### config.mk
export PLATFORM = sky130hd
export DESIGN_NAME = ram_bist_ctrl
export DESIGN_NICKNAME = d
export VERILOG_FILES = /design/src/rtl/ram_bist_pkg.sv /design/src/rtl/ram_bist_chk.sv /design/src/rtl/ram_bist_ctrl.sv
export SDC_FILE = /design/constraint.sdc
export NUM_CORES = 1
export LEC_CHECK = 0
export ABC_AREA = 1
export BUFFER_PORTS_ARGS = -buffer_cell sky130_fd_sc_hd__buf_2
export CAP_MARGIN = 20
export CORE_UTILIZATION = 49
export DETAILED_ROUTE_END_ITERATION = 16
export PLACE_DENSITY = 0.82
export SYNTH_ARGS = -nofsm -noshare
export SYNTH_HDL_FRONTEND = slang
export SYNTH_HIERARCHICAL = 1
export SYNTH_SLANG_ARGS = --single-unit
### constraint.sdc
create_clock -name clk -period 1.35 [get_ports clk]
set_clock_uncertainty 0.05 [all_clocks]
set_input_delay 0.135 -clock clk [delete_from_list [all_inputs] [get_ports clk]]
set_output_delay 0.135 -clock clk [all_outputs]
set_load 0.05 [all_outputs]
### src/rtl/ram_bist_pkg.sv
// ============================================================================
// ram_bist_pkg : shared types, widths and data-pattern helper for the RAM BIST
// Revision     : 1.0
// ============================================================================
`default_nettype none

package ram_bist_pkg;

    localparam int DATA_W = 8;
    localparam int ADDR_W = 8;

    typedef enum logic [2:0] {
        S_IDLE = 3'd0,
        S_WR0  = 3'd1,
        S_RD0  = 3'd2,
        S_WR1  = 3'd3,
        S_RD1  = 3'd4,
        S_CHK  = 3'd5,
        S_DONE = 3'd6
    } bist_state_e;

    // Pass 0 writes seed^addr, pass 1 writes its complement so every bit toggles.
    function automatic logic [DATA_W-1:0] exp_data(
        input logic [DATA_W-1:0] seed,
        input logic              pass,
        input logic [ADDR_W-1:0] addr
    );
        logic [DATA_W-1:0] d;
        d = seed ^ addr;
        return pass ? ~d : d;
    endfunction

endpackage

`default_nettype wire

### src/rtl/ram_bist_chk.sv
// ============================================================================
// ram_bist_chk : read-data compare, error counter and first-failure capture
// Revision     : 1.0
// ============================================================================
`default_nettype none

module ram_bist_chk
    import ram_bist_pkg::*;
(
    input  logic              clk,
    input  logic              rst,
    input  logic              clr,
    input  logic              issue,
    input  logic [ADDR_W-1:0] issue_addr,
    input  logic [DATA_W-1:0] issue_exp,
    input  logic [DATA_W-1:0] ram_dout,
    output logic              fail,
    output logic [ADDR_W-1:0] fail_addr,
    output logic [DATA_W-1:0] fail_data,
    output logic [7:0]        err_cnt
);

    logic              r_vld;
    logic [ADDR_W-1:0] r_addr;
    logic [DATA_W-1:0] r_exp;
    logic              r_fail;
    logic [ADDR_W-1:0] r_fail_addr;
    logic [DATA_W-1:0] r_fail_data;
    logic [7:0]        r_err_cnt;
    logic              w_mis;

    // Read data for an issue in cycle N arrives in cycle N+1, so the expected
    // value and address ride one register stage alongside it.
    assign w_mis = r_vld && (ram_dout != r_exp);

    always_ff @(posedge clk or negedge rst) begin
        if (!rst) begin
            r_vld       <= 1'b0;
            r_addr      <= '0;
            r_exp       <= '0;
            r_fail      <= 1'b0;
            r_fail_addr <= '0;
            r_fail_data <= '0;
            r_err_cnt   <= '0;
        end else begin
            r_vld  <= issue;
            r_addr <= issue_addr;
            r_exp  <= issue_exp;
            if (w_mis) begin
                if (r_err_cnt != 8'hFF) begin
                    r_err_cnt <= r_err_cnt + 8'd1;
                end
                r_fail <= 1'b1;
                if (!r_fail) begin
                    r_fail_addr <= r_addr;
                    r_fail_data <= ram_dout;
                end
            end else if (clr) begin
                r_fail      <= 1'b0;
                r_fail_addr <= '0;
                r_fail_data <= '0;
                r_err_cnt   <= '0;
            end
        end
    end

    assign fail      = r_fail;
    assign fail_addr = r_fail_addr;
    assign fail_data = r_fail_data;
    assign err_cnt   = r_err_cnt;

endmodule

`default_nettype wire

### src/rtl/ram_bist_ctrl.sv
// ============================================================================
// ram_bist_ctrl : two-pass write/read march controller for an 8-bit RAM
// Revision     : 1.0
// ============================================================================
`default_nettype none

module ram_bist_ctrl
    import ram_bist_pkg::*;
#(
    parameter int                DEPTH   = 64,
    parameter logic [DATA_W-1:0] PATTERN = 8'hA5
) (
    input  logic              clk,
    input  logic              rst,
    input  logic              start,
    output logic              busy,
    output logic              done,
    output logic              fail,
    output logic [ADDR_W-1:0] fail_addr,
    output logic [DATA_W-1:0] fail_data,
    output logic [7:0]        err_cnt,
    output logic              ram_wr,
    output logic [ADDR_W-1:0] ram_addr,
    output logic [DATA_W-1:0] ram_din,
    input  logic [DATA_W-1:0] ram_dout
);

    localparam logic [ADDR_W-1:0] C_LAST_ADDR = ADDR_W'(DEPTH - 1);

    bist_state_e       r_state;
    bist_state_e       w_state_d;
    logic [ADDR_W-1:0] r_cnt;
    logic [ADDR_W-1:0] w_cnt_d;
    logic              w_last;
    logic              w_issue;
    logic [DATA_W-1:0] w_issue_exp;
    logic              w_clr;

    assign w_last = (r_cnt == C_LAST_ADDR);

    always_ff @(posedge clk or negedge rst) begin
        if (!rst) begin
            r_state <= S_IDLE;
            r_cnt   <= '0;
        end else begin
            r_state <= w_state_d;
            r_cnt   <= w_cnt_d;
        end
    end

    // The counter defaults to 0 so it restarts on every state change.
    always_comb begin
        w_state_d = r_state;
        w_cnt_d   = '0;
        case (r_state)
            S_IDLE, S_DONE: begin
                if (start) begin
                    w_state_d = S_WR0;
                end
            end
            S_WR0: begin
                if (w_last) w_state_d = S_RD0;
                else        w_cnt_d   = r_cnt + 8'd1;
            end
            S_RD0: begin
                if (w_last) w_state_d = S_WR1;
                else        w_cnt_d   = r_cnt + 8'd1;
            end
            S_WR1: begin
                if (w_last) w_state_d = S_RD1;
                else        w_cnt_d   = r_cnt + 8'd1;
            end
            S_RD1: begin
                if (w_last) w_state_d = S_CHK;
                else        w_cnt_d   = r_cnt + 8'd1;
            end
            S_CHK: begin
                w_state_d = S_DONE;
            end
            default: begin
                w_state_d = S_IDLE;
            end
        endcase
    end

    always_comb begin
        busy        = 1'b0;
        done        = 1'b0;
        ram_wr      = 1'b0;
        ram_addr    = '0;
        ram_din     = '0;
        w_issue     = 1'b0;
        w_issue_exp = '0;
        w_clr       = 1'b0;
        case (r_state)
            S_IDLE: begin
                w_clr = start;
            end
            S_WR0: begin
                busy     = 1'b1;
                ram_wr   = 1'b1;
                ram_addr = r_cnt;
                ram_din  = exp_data(PATTERN, 1'b0, r_cnt);
            end
            S_RD0: begin
                busy        = 1'b1;
                ram_addr    = r_cnt;
                w_issue     = 1'b1;
                w_issue_exp = exp_data(PATTERN, 1'b0, r_cnt);
            end
            S_WR1: begin
                busy     = 1'b1;
                ram_wr   = 1'b1;
                ram_addr = r_cnt;
                ram_din  = exp_data(PATTERN, 1'b1, r_cnt);
            end
            S_RD1: begin
                busy        = 1'b1;
                ram_addr    = r_cnt;
                w_issue     = 1'b1;
                w_issue_exp = exp_data(PATTERN, 1'b1, r_cnt);
            end
            S_CHK: begin
                busy = 1'b1;
            end
            S_DONE: begin
                done  = 1'b1;
                w_clr = start;
            end
            default: begin
                busy = 1'b0;
            end
        endcase
    end

    ram_bist_chk u_chk (
        .clk        (clk),
        .rst        (rst),
        .clr        (w_clr),
        .issue      (w_issue),
        .issue_addr (r_cnt),
        .issue_exp  (w_issue_exp),
        .ram_dout   (ram_dout),
        .fail       (fail),
        .fail_addr  (fail_addr),
        .fail_data  (fail_data),
        .err_cnt    (err_cnt)
    );

endmodule

`default_nettype wire

==> run summary <==
status = complete, but fails checks
failing checks = negative setup slack
first-pass GRT wire length = 11300 um
NumNets Final = 430
worst vdd ir = 1.97 mV
DRT Wirelength = 7490 um
Critical Path Source Type = register
post-detail-place hpwl = 4320 um
max-cap violations = 0
GRT Resource Usage Total = 0.275
Final Setup Violations = 51
routability cong. = 0.870
Post-synth EDFFs = 0
CP max FO = 8
relative slew slack = 0.754
WL/cell = 15.4 um
area grow syn2layout = 60.4%
Crit path arrival time = 1.54 ns
Async SR Flop Fraction = 1.00
total power = 9.32 mW
fin. max-slew vios = 0
most frequent cells in the layout = nand2_1, dfrtp_1, buf_2
Req. time, crit path = 1.16 ns
Die W = 74.6 um
Synth Flop Type = dfrtp_1
FMAX = 581 MHz
std cell rows = 26
Initial DRC Count = 191
CP endpoint kind = output pin
final critical-path required period = 1.72 ns
Setup CP Type = register to output pin
CTS tree = built
Max H-tree Level = 2
initial antenna violation count = 0
RSZ-0062 raised after global routing = true
fin crit share = 1.28
Syn. warnings = 6
Detail Route Antenna Nets = 0
cell taking the most area after synthesis = dfrtp_1
grt ovf = 0
DIE AREA = 5560 um2
vias post-DR = 2560
pin count of the biggest net entering global routing = 54
Die Y = 74.6 um
post-synthesis net count = 322
maximum root-to-sink buffer count = 2
worst skew pair latency = 0.30 ns
starting density of the core = 0.509
worst hold slack = 0.0229 ns
DRC viols = 0
n_diodes = 0
Area contributors post-synth = dfrtp_1, nand2_1, nand3_1
endpoints failing hold = 0
vias per inst = 5.26
cts bufs inserted = 5
commonest non-fill, non-tap cell in the layout = nand2_1
Seq/Total Area, Yosys = 0.514
Worst Tran Pin Value = 0.368 ns
Cell variety after synth = 27
Post-Syn Area = 2580 um2
Setup WS post-layout = -0.371 ns
drt pass-1 iters = 5
Leak Pwr = 2.07 nW
core footprint = 5070 um2
DP Worst Slack = -0.202 ns
worst min path class = primary input to register
IO Port Bufs = 54
Clock Sinks = 53
Yosys reg bits = 53
Clock Pin Slew Worst Setup and Hold Paths = 0.08 ns
Mean Syn Cell Area = 8.36 um2
Root Driver = clkbuf_8
# IOs = 55
share of layout cells above drive strength 1 = 0.496
power density cells = 2250 nW/um2
Synth Instances = 309
share of the synthesized area in the top cell type = 0.514
number of global-route vias before repair = 2500
layout make-up:
type / count / area, um2
Inverter: 33 / 136
Sequential cell: 53 / 1340
Timing Repair Buffer: 104 / 960
Tap cell: 70 / 87.6
Multi-Input combinational cell: 220 / 1540
Fill cell: 298 / 933
Clock buffer: 7 / 86.3
state kept, by name (all words and copies together) (netlist names):
name / count
r_cnt: 8
u_chk/r_vld: 1
u_chk/err_cnt: 8
u_chk/fail: 1
r_state: 3
u_chk/fail_data: 8
u_chk/fail_addr: 8
u_chk/r_addr: 8
u_chk/r_exp: 8
worst paths after layout:
kind | from | to | slack, ns | cells after the start
setup reg to reg | u_chk/r_exp[2] | u_chk/fail_data[1] | -0.28 | 10
max in group asynchronous | rst | u_chk/err_cnt[1] | 0.67 | 3
hold reg to reg | u_chk/r_addr[2] | u_chk/fail_addr[2] | 0.40 | 2
hold / removal | ram_dout[0] | u_chk/fail_data[0] | 0.02 | 3
min in group asynchronous | rst | u_chk/err_cnt[2] | 0.30 | 3
setup / recovery | r_state[0] | ram_din[6] | -0.37 | 6
synth_stat cells (2+ instances only):
cell / count
xnor2_1: 5
buf_6: 5
ha_1: 2
a21oi_1: 2
nand2_4: 4
xor2_1: 4
nand4_1: 2
nor2_1: 23
inv_2: 4
nor3b_1: 2
nand3_4: 2
nand2_1: 98
nor2_2: 5
nand2_2: 2
inv_1: 28
o21ai_0: 20
nand3_1: 39
dfrtp_1: 53
worst max-delay path: stages (launching register included):
cell and delay [ns]:
dfrtp_2 0.41, buf_4 0.15, nand3_1 0.16, inv_4 0.16, nand2_1 0.11, o21ai_4 0.08
buf_6 0.17
power breakdown:
| part | switching [mW] | internal (mW) | leakage [nW] | total, mW |
|---|---|---|---|---|
| sequential | 0.317 | 1.98 | 0.701 | 2.30 |
| combinational | 3.72 | 2.41 | 1.32 | 6.14 |
| clock | 0.480 | 0.408 | 0.0443 | 0.888 |
per-layer routing:
layer / global-route usage / part of all wire / vias to the layer above
met3: 0.0556 / 0.049 / 27
li1: - / - / 1195
met4: 0.136 / 0.036 / 0
met1: 0.302 / 0.38 / 1222
met2: 0.504 / 0.54 / 116
met5: 0 / 0 / -
stage by stage:
| step | TNS (ns) | area (um2) | util | std cells |
|---|---|---|---|---|
| after CTS | -11.46 | 3990 | 0.786 | 483 |
| after floorplan | -3.82 | 2850 | - | 309 |
| final | -12.74 | 4140 | 0.816 | 487 |
| after detailed placement | -6.58 | 3420 | 0.673 | 456 |
| after global routing | -16.72 | 4140 | 0.816 | 487 |
| after global placement | -4.92 | 3420 | 0.673 | 456 |
what timing repair did:
item | in CTS | in global routing
resized for setup | 70 | 24
pin swaps | 16 | 19
setup buffers | 15 | 3
hold buffers | 1 | 0
gates cloned | 4 | 1
setup endpoints to repair | 49 | 63
endpoints found under the hold margin | 53 | 0
logic make-up after synthesis:
group | share of synthesized area
buffers and inverters | 0.0727
flip-flops | 0.514
XOR/XNOR | 0.0305
AO/OA/AOI/OAI | 0.0509
AND/OR/NAND/NOR | 0.323
adder cells (fa/ha/maj) | 0.00969
(Power assumes the default switching activity.)
